$ cat src/rtl/btb_pkg.sv
// Shared definitions for the branch target buffer.
// Holds the direction-counter encodings, the small prediction struct
// used by both the fetch lookup and the resolve-time check, and the
// helpers that split a PC into table index and tag.
// PCs are passed through the helpers zero-extended to MAX_PC_W bits,
// so the buffer supports address widths up to MAX_PC_W.
package btb_pkg;

  localparam int MAX_CTR_W = 4;
  localparam int MAX_PC_W  = 64;

  // Outcome of looking a PC up in the table.
  typedef struct packed {
    logic hit;
    logic taken;
  } pred_t;

  // Weakly taken: MSB set, every other bit clear (1 when ctrW = 1).
  function automatic logic [MAX_CTR_W-1:0] weak_taken(input int ctrW);
    return MAX_CTR_W'(1) << (ctrW - 1);
  endfunction

  // Weakly not taken: MSB clear, every other bit set (0 when ctrW = 1).
  function automatic logic [MAX_CTR_W-1:0] weak_not_taken(input int ctrW);
    return (MAX_CTR_W'(1) << (ctrW - 1)) - MAX_CTR_W'(1);
  endfunction

  // Word-aligned index: pc[idxW+1:2].
  function automatic logic [MAX_PC_W-1:0] pc_index(input logic [MAX_PC_W-1:0] pc,
                                                   input int idxW);
    return (pc >> 2) & ((MAX_PC_W'(1) << idxW) - MAX_PC_W'(1));
  endfunction

  // Tag: everything above the index bits.
  function automatic logic [MAX_PC_W-1:0] pc_tag(input logic [MAX_PC_W-1:0] pc,
                                                 input int idxW);
    return pc >> (idxW + 2);
  endfunction

endpackage

$ cat src/rtl/branch_target_buffer_sat_counter.sv
// Saturating up/down counter next-value logic (purely combinational).
// Ports:
//   value_i     current counter value
//   inc_i       count up, stopping at all-ones
//   dec_i       count down, stopping at zero
//   force_max_i override: next value is all-ones
//   next_o      resulting counter value
module sat_counter #(
  parameter int CTR_W = 2
) (
  input  logic [CTR_W-1:0] value_i,
  input  logic             inc_i,
  input  logic             dec_i,
  input  logic             force_max_i,
  output logic [CTR_W-1:0] next_o
);

  always_comb begin
    next_o = value_i;
    if (force_max_i) begin
      next_o = '1;
    end else if (inc_i && (value_i != '1)) begin
      next_o = value_i + CTR_W'(1);
    end else if (dec_i && (value_i != '0)) begin
      next_o = value_i - CTR_W'(1);
    end
  end

endmodule

$ cat src/rtl/branch_target_buffer.sv
// Direct-mapped branch target buffer with per-entry direction counters.
// Predicts the next fetch PC in IF with zero latency and is trained by
// branch/jump resolutions from ID.
// Ports:
//   clk, reset                      clock, asynchronous active-high reset
//   if_pc                           PC being fetched
//   pred_hit/pred_taken/pred_next_pc  fetch-side prediction
//   upd_valid/upd_pc/upd_taken/upd_target/upd_is_jump  resolution from ID
//   upd_mispredict                  prior prediction for upd_pc was wrong
//   invalidate                      clear every entry at the next edge
//   perf_updates/perf_mispredicts   saturating event counters
module branch_target_buffer
  import btb_pkg::*;
#(
  parameter int ADDR_W   = 32,
  parameter int ENTRIES  = 16,
  parameter int CTR_W    = 2,
  parameter int ALLOC_NT = 0,
  parameter int PERF_W   = 32
) (
  input  logic              clk,
  input  logic              reset,
  input  logic [ADDR_W-1:0] if_pc,
  output logic              pred_hit,
  output logic              pred_taken,
  output logic [ADDR_W-1:0] pred_next_pc,
  input  logic              upd_valid,
  input  logic [ADDR_W-1:0] upd_pc,
  input  logic              upd_taken,
  input  logic [ADDR_W-1:0] upd_target,
  input  logic              upd_is_jump,
  output logic              upd_mispredict,
  input  logic              invalidate,
  output logic [PERF_W-1:0] perf_updates,
  output logic [PERF_W-1:0] perf_mispredicts
);

  localparam int IDX_W = $clog2(ENTRIES);
  localparam int TAG_W = ADDR_W - 2 - IDX_W;

  localparam logic [CTR_W-1:0] WEAK_T  = CTR_W'(weak_taken(CTR_W));
  localparam logic [CTR_W-1:0] WEAK_NT = CTR_W'(weak_not_taken(CTR_W));

  typedef struct packed {
    logic              valid;
    logic [TAG_W-1:0]  tag;
    logic [ADDR_W-1:0] target;
    logic [CTR_W-1:0]  ctr;
    logic              is_jump;
  } entry_t;

  entry_t            table_q [ENTRIES];
  entry_t            upd_entry_d;
  logic              write_en;
  logic [PERF_W-1:0] perf_updates_q, perf_updates_d;
  logic [PERF_W-1:0] perf_mispredicts_q, perf_mispredicts_d;

  logic [IDX_W-1:0]  if_idx, upd_idx;
  logic [TAG_W-1:0]  if_tag, upd_tag;
  pred_t             lookup, prior;
  logic [CTR_W-1:0]  ctr_next;

  assign if_idx  = IDX_W'(pc_index(MAX_PC_W'(if_pc), IDX_W));
  assign if_tag  = TAG_W'(pc_tag(MAX_PC_W'(if_pc), IDX_W));
  assign upd_idx = IDX_W'(pc_index(MAX_PC_W'(upd_pc), IDX_W));
  assign upd_tag = TAG_W'(pc_tag(MAX_PC_W'(upd_pc), IDX_W));

  // Fetch-side lookup reads the registered table, so a same-cycle write
  // to the same index only becomes visible on the following cycle.
  always_comb begin
    lookup.hit   = table_q[if_idx].valid && (table_q[if_idx].tag == if_tag);
    lookup.taken = lookup.hit &&
                   (table_q[if_idx].is_jump || table_q[if_idx].ctr[CTR_W-1]);
  end

  assign pred_hit     = lookup.hit;
  assign pred_taken   = lookup.taken;
  assign pred_next_pc = lookup.taken ? table_q[if_idx].target : if_pc + ADDR_W'(4);

  // Direction the table would have predicted for the resolving PC.
  always_comb begin
    prior.hit   = table_q[upd_idx].valid && (table_q[upd_idx].tag == upd_tag);
    prior.taken = prior.hit &&
                  (table_q[upd_idx].is_jump || table_q[upd_idx].ctr[CTR_W-1]);
  end

  // A taken prediction to the wrong target counts as a mispredict too.
  assign upd_mispredict = upd_valid &&
                          ((prior.taken != upd_taken) ||
                           (upd_taken && prior.taken &&
                            (table_q[upd_idx].target != upd_target)));

  sat_counter #(.CTR_W(CTR_W)) u_sat_counter (
    .value_i     (table_q[upd_idx].ctr),
    .inc_i       (upd_taken),
    .dec_i       (!upd_taken),
    .force_max_i (table_q[upd_idx].is_jump),
    .next_o      (ctr_next)
  );

  always_comb begin
    upd_entry_d = table_q[upd_idx];
    write_en    = 1'b0;
    if (upd_valid && !invalidate) begin
      if (prior.hit) begin
        write_en        = 1'b1;
        upd_entry_d.ctr = ctr_next;
        if (upd_taken) begin
          upd_entry_d.target = upd_target;
        end
      end else if (upd_taken || (ALLOC_NT != 0)) begin
        write_en            = 1'b1;
        upd_entry_d.valid   = 1'b1;
        upd_entry_d.tag     = upd_tag;
        upd_entry_d.target  = upd_target;
        upd_entry_d.ctr     = upd_taken ? WEAK_T : WEAK_NT;
        upd_entry_d.is_jump = upd_is_jump;
      end
    end
  end

  always_ff @(posedge clk or posedge reset) begin
    if (reset) begin
      for (int i = 0; i < ENTRIES; i++) begin
        table_q[i].valid   <= 1'b0;
        table_q[i].tag     <= '0;
        table_q[i].target  <= '0;
        table_q[i].ctr     <= WEAK_NT;
        table_q[i].is_jump <= 1'b0;
      end
    end else if (invalidate) begin
      for (int i = 0; i < ENTRIES; i++) begin
        table_q[i].valid <= 1'b0;
      end
    end else if (write_en) begin
      table_q[upd_idx] <= upd_entry_d;
    end
  end

  // Performance counters stick at all-ones instead of wrapping.
  always_comb begin
    perf_updates_d     = perf_updates_q;
    perf_mispredicts_d = perf_mispredicts_q;
    if (upd_valid && (perf_updates_q != '1)) begin
      perf_updates_d = perf_updates_q + PERF_W'(1);
    end
    if (upd_mispredict && (perf_mispredicts_q != '1)) begin
      perf_mispredicts_d = perf_mispredicts_q + PERF_W'(1);
    end
  end

  always_ff @(posedge clk or posedge reset) begin
    if (reset) begin
      perf_updates_q     <= '0;
      perf_mispredicts_q <= '0;
    end else begin
      perf_updates_q     <= perf_updates_d;
      perf_mispredicts_q <= perf_mispredicts_d;
    end
  end

  assign perf_updates     = perf_updates_q;
  assign perf_mispredicts = perf_mispredicts_q;

endmodule

$ cat config.mk
export PLATFORM = sky130hd
export DESIGN_NAME = branch_target_buffer
export DESIGN_NICKNAME = d
export VERILOG_FILES = /design/src/rtl/btb_pkg.sv /design/src/rtl/branch_target_buffer_sat_counter.sv /design/src/rtl/branch_target_buffer.sv
export SDC_FILE = /design/constraint.sdc
export NUM_CORES = 2
export LEC_CHECK = 0
export ABC_AREA = 1
export CAP_MARGIN = 15
export CORE_MARGIN = 2
export CORE_UTILIZATION = 60
export CTS_CLUSTER_DIAMETER = 150
export DETAILED_ROUTE_END_ITERATION = 8
export GPL_ROUTABILITY_DRIVEN = 0
export PLACE_DENSITY_LB_ADDON = 0.1
export RECOVER_POWER = 100
export SYNTH_ARGS = -nofsm -noshare
export SYNTH_HDL_FRONTEND = slang
export SYNTH_SLANG_ARGS = --single-unit
export TNS_END_PERCENT = 50
$ cat constraint.sdc
create_clock -name clk -period 105.4 [get_ports clk]
set_input_delay 21.08 -clock clk [delete_from_list [all_inputs] [get_ports clk]]
set_output_delay 21.08 -clock clk [all_outputs]
set_load 0.01 [all_outputs]
==> metrics.cfg <==
[floorplanning]
io_pins=201
start_util_pct=60.7
die_x_um=325
dieArea_um2=106000
die_y_um=325
rows=117
core-area_um2=102000

[drt]
vias=66100
drc_errors=2
dr.first_iter.drc_count=10300
wl_per_cell_um=22.8
detail-route-antenna-nets=0
routed_wl_mm=243
drt-vias-per-instance=6.20
drt-pass1-iter-count=9

[yosys]
synth_area_um2=62000
ys_ff_latch=1056
syn_nets=9507
synthFlopType=dfrtp_1
synth-edff-count=0
syn-instance-count=9399
synth-warning-count=0
synth_cell_types=45
yosysSeqAreaShare_pct=42.7
syn_area_per_cell_um2=6.59
async_reset_ff_share_pct=100

[global_route]
busiest_layer=met2
grt_use_total_pct=44.8
grt_max_degree=202
grt_pass1_vias=60700
gr-usage-met2_pct=64.8
grt_pass1_wl_mm=364
use_met3_pct=15.0
antenna_found_initial=13
overflow=0
grt_use_met1_pct=58.3

[clocking]
cts.repair.resized=0
htree_levels=3
clkTransAtPathRegs_ps=60
cts-root-buf=clkbuf_16
clock_sinks=1056
clock_tree.buffer_depth=3
cts_setup_buffers=0
cts_hold_buf=0
cts_inserted_buffers=116
clock_latency_ps=750
cts_tree=done

[critical_path]
path_class=in2out
critPathCaptureType=primary output
required_ps=84320
r2r-start=table_q[929]
worst_path_max_delay_cell=clkbuf_1
crit_fanout=69
worstPathArrival_ps=41760
crit_buf_inv=10
startpoint_type=primary input
cpPeakStageDelay_ps=3210
startpoint=if_pc[3]
path_cells=clkbuf_1 -> clkbuf_1 -> clkbuf_1 -> clkbuf_1 -> clkbuf_1 -> clkbuf_1 -> o21ai_0 -> o21ai_0 -> nand2_1 -> nand2_1 -> inv_1 -> nand3_1 -> nand2_1 -> nor2_1 -> nand2_1 -> nor2_1 -> nand2_1 -> nor2_1 -> nand2_1 -> clkbuf_1 -> clkinv_1 -> nor2_1 -> nor2_1 -> dlygate4sd3_1
crit_family=buffers and inverters
crit_top_cell=clkbuf_1

[timing]
post-route-period-util_pct=59.6
fin_setup_tns_ps=0
hold_viol=0
clock.fmax_mhz=15.9
setup_viol_count_final=0
clock_skew_ps=33.5
maxSlewViolCount=3603
setup_ws_ps=42560
worst_slew_pin_slew_ps=9130
finalCriticalPeriod_ps=62840
relSlewSlack_pct=-508
rsz0062_at_grt=no

[run_status]
status=complete, but fails checks
violations=design-rule violations, max-capacitance violations, max-slew violations

[layout]
finalNetCount=9287
area_growth_pct=9.11
final_cells=10700
n_fill_cell=9135
drive_gt1_share_pct=3.34

[power_and_ir_drop]
power.density_nw_per_um2=14.8
ir_drop_mv=0.0125
leakage_uw=0.0342
power_uw=1000

[place]
dp.cells=10400
io_buffers=198
place_ws_ps=55160
dp_hpwl_mm=136

[job]
cap_violations=69

[worst_hold_path]
min_path_type=reg2reg
min_from=table_q[497]

layer usage:
metal  up-vias  wire length, um
met3      1190            38800
met1     30400            88200
li1      29400                -
met2      4998            98800
met4        20            17400
met5         -              171
sequential cells by signal (all words and copies together) (netlist names):
signal            cells
perf_mispredicts     32
perf_updates         32
table_q             992
final timing paths:
path | to | slack (ps) | depth (start not counted)
min in group asynchronous | table_q[893] | 22490 | 2
setup reg to reg | table_q[371] | 96710 | 17
hold / removal | table_q[497] | 480 | 2
hold reg to reg | table_q[497] | 480 | 2
setup / recovery | pred_next_pc[7] | 42560 | 24
max in group asynchronous | perf_mispredicts[31] | 68110 | 5
kinds of logic (layout without fill, tap and decap cells):
| kind of cell | Yosys count | count (layout) | synth area share, % |
|---|---|---|---|
| AND/OR/NAND/NOR | 5423 | 5423 | 33.9 |
| AO/OA/AOI/OAI | 1760 | 1760 | 15.1 |
| buffers and inverters | 1069 | 946 | 7.03 |
| flip-flops | 1056 | 1056 | 42.7 |
| XOR/XNOR | 85 | 85 | 1.20 |
| adder cells (fa/ha/maj) | 6 | 6 | 0.121 |
| other | 0 | 9 | 0 |
stage by stage:
stage               hold slack, ps  utilization, %  area [um^2]
CTS                            475            66.5        67900
floorplan                      449               -        62000
global placement               461            62.7        64000
finish                         477            66.3        67600
detailed placement             466            62.7        64000
global route                   489            66.2        67600
area by class of cell:
cell class	count	area, um^2	area share (%)
tap	1368	1710	2.53
inverter	419	1610	2.38
clock inverter	39	444	0.657
sequential	1056	26400	39.1
antenna	9	22.5	0.0333
multi-input combinational	7274	31200	46.1
clock buffer	176	3460	5.12
timing repair buffer	312	2730	4.04
worst min-delay path: stages (launching register included):
cell and delay (ps):
dfstp_2 370, nand2_1 50, o21ai_1 50
cell usage in the layout, fill, tap and decap left out, drive strengths merged, types with 75 or more instances in the layout:
cell	n
a21oi	202
o211ai	75
dlygate4sd3	92
buf	79
clkbuf	217
clkdlybuf4s50	100
nor2	652
dfrtp	1040
o21ai	1353
inv	414
nand3	212
nand2	4400
power by group:
group	internal, uW	leakage (uW)	switching [uW]
sequential	425	0.0145	15.8
combinational	39.3	0.0177	100
clock	245	0.00192	178
synthesized netlist by cell type (7+ instances only):
cell type	number	share of area [%]
a21oi_1	202	1.6
a221oi_1	7	0.099
a22oi_1	16	0.19
a32o_1	14	0.23
buf_1	56	0.34
buf_2	244	2.0
clkbuf_1	342	2.1
clkinv_1	13	0.079
dfrtp_1	1040	42
dfstp_2	16	0.68
inv_1	392	2.4
inv_2	14	0.085
nand2_1	4389	27
nand2_2	11	0.11
nand3_1	212	1.7
nand3b_1	7	0.085
nand4_1	68	0.69
nor2_1	649	3.9
nor3_1	61	0.49
nor4_1	15	0.15
o211ai_1	75	0.91
o21ai_0	1228	9.9
o21ai_1	122	0.99
o221ai_1	25	0.35
o22ai_1	51	0.51
xnor2_1	21	0.30
xor2_1	64	0.90
(Power assumes the default switching activity.)
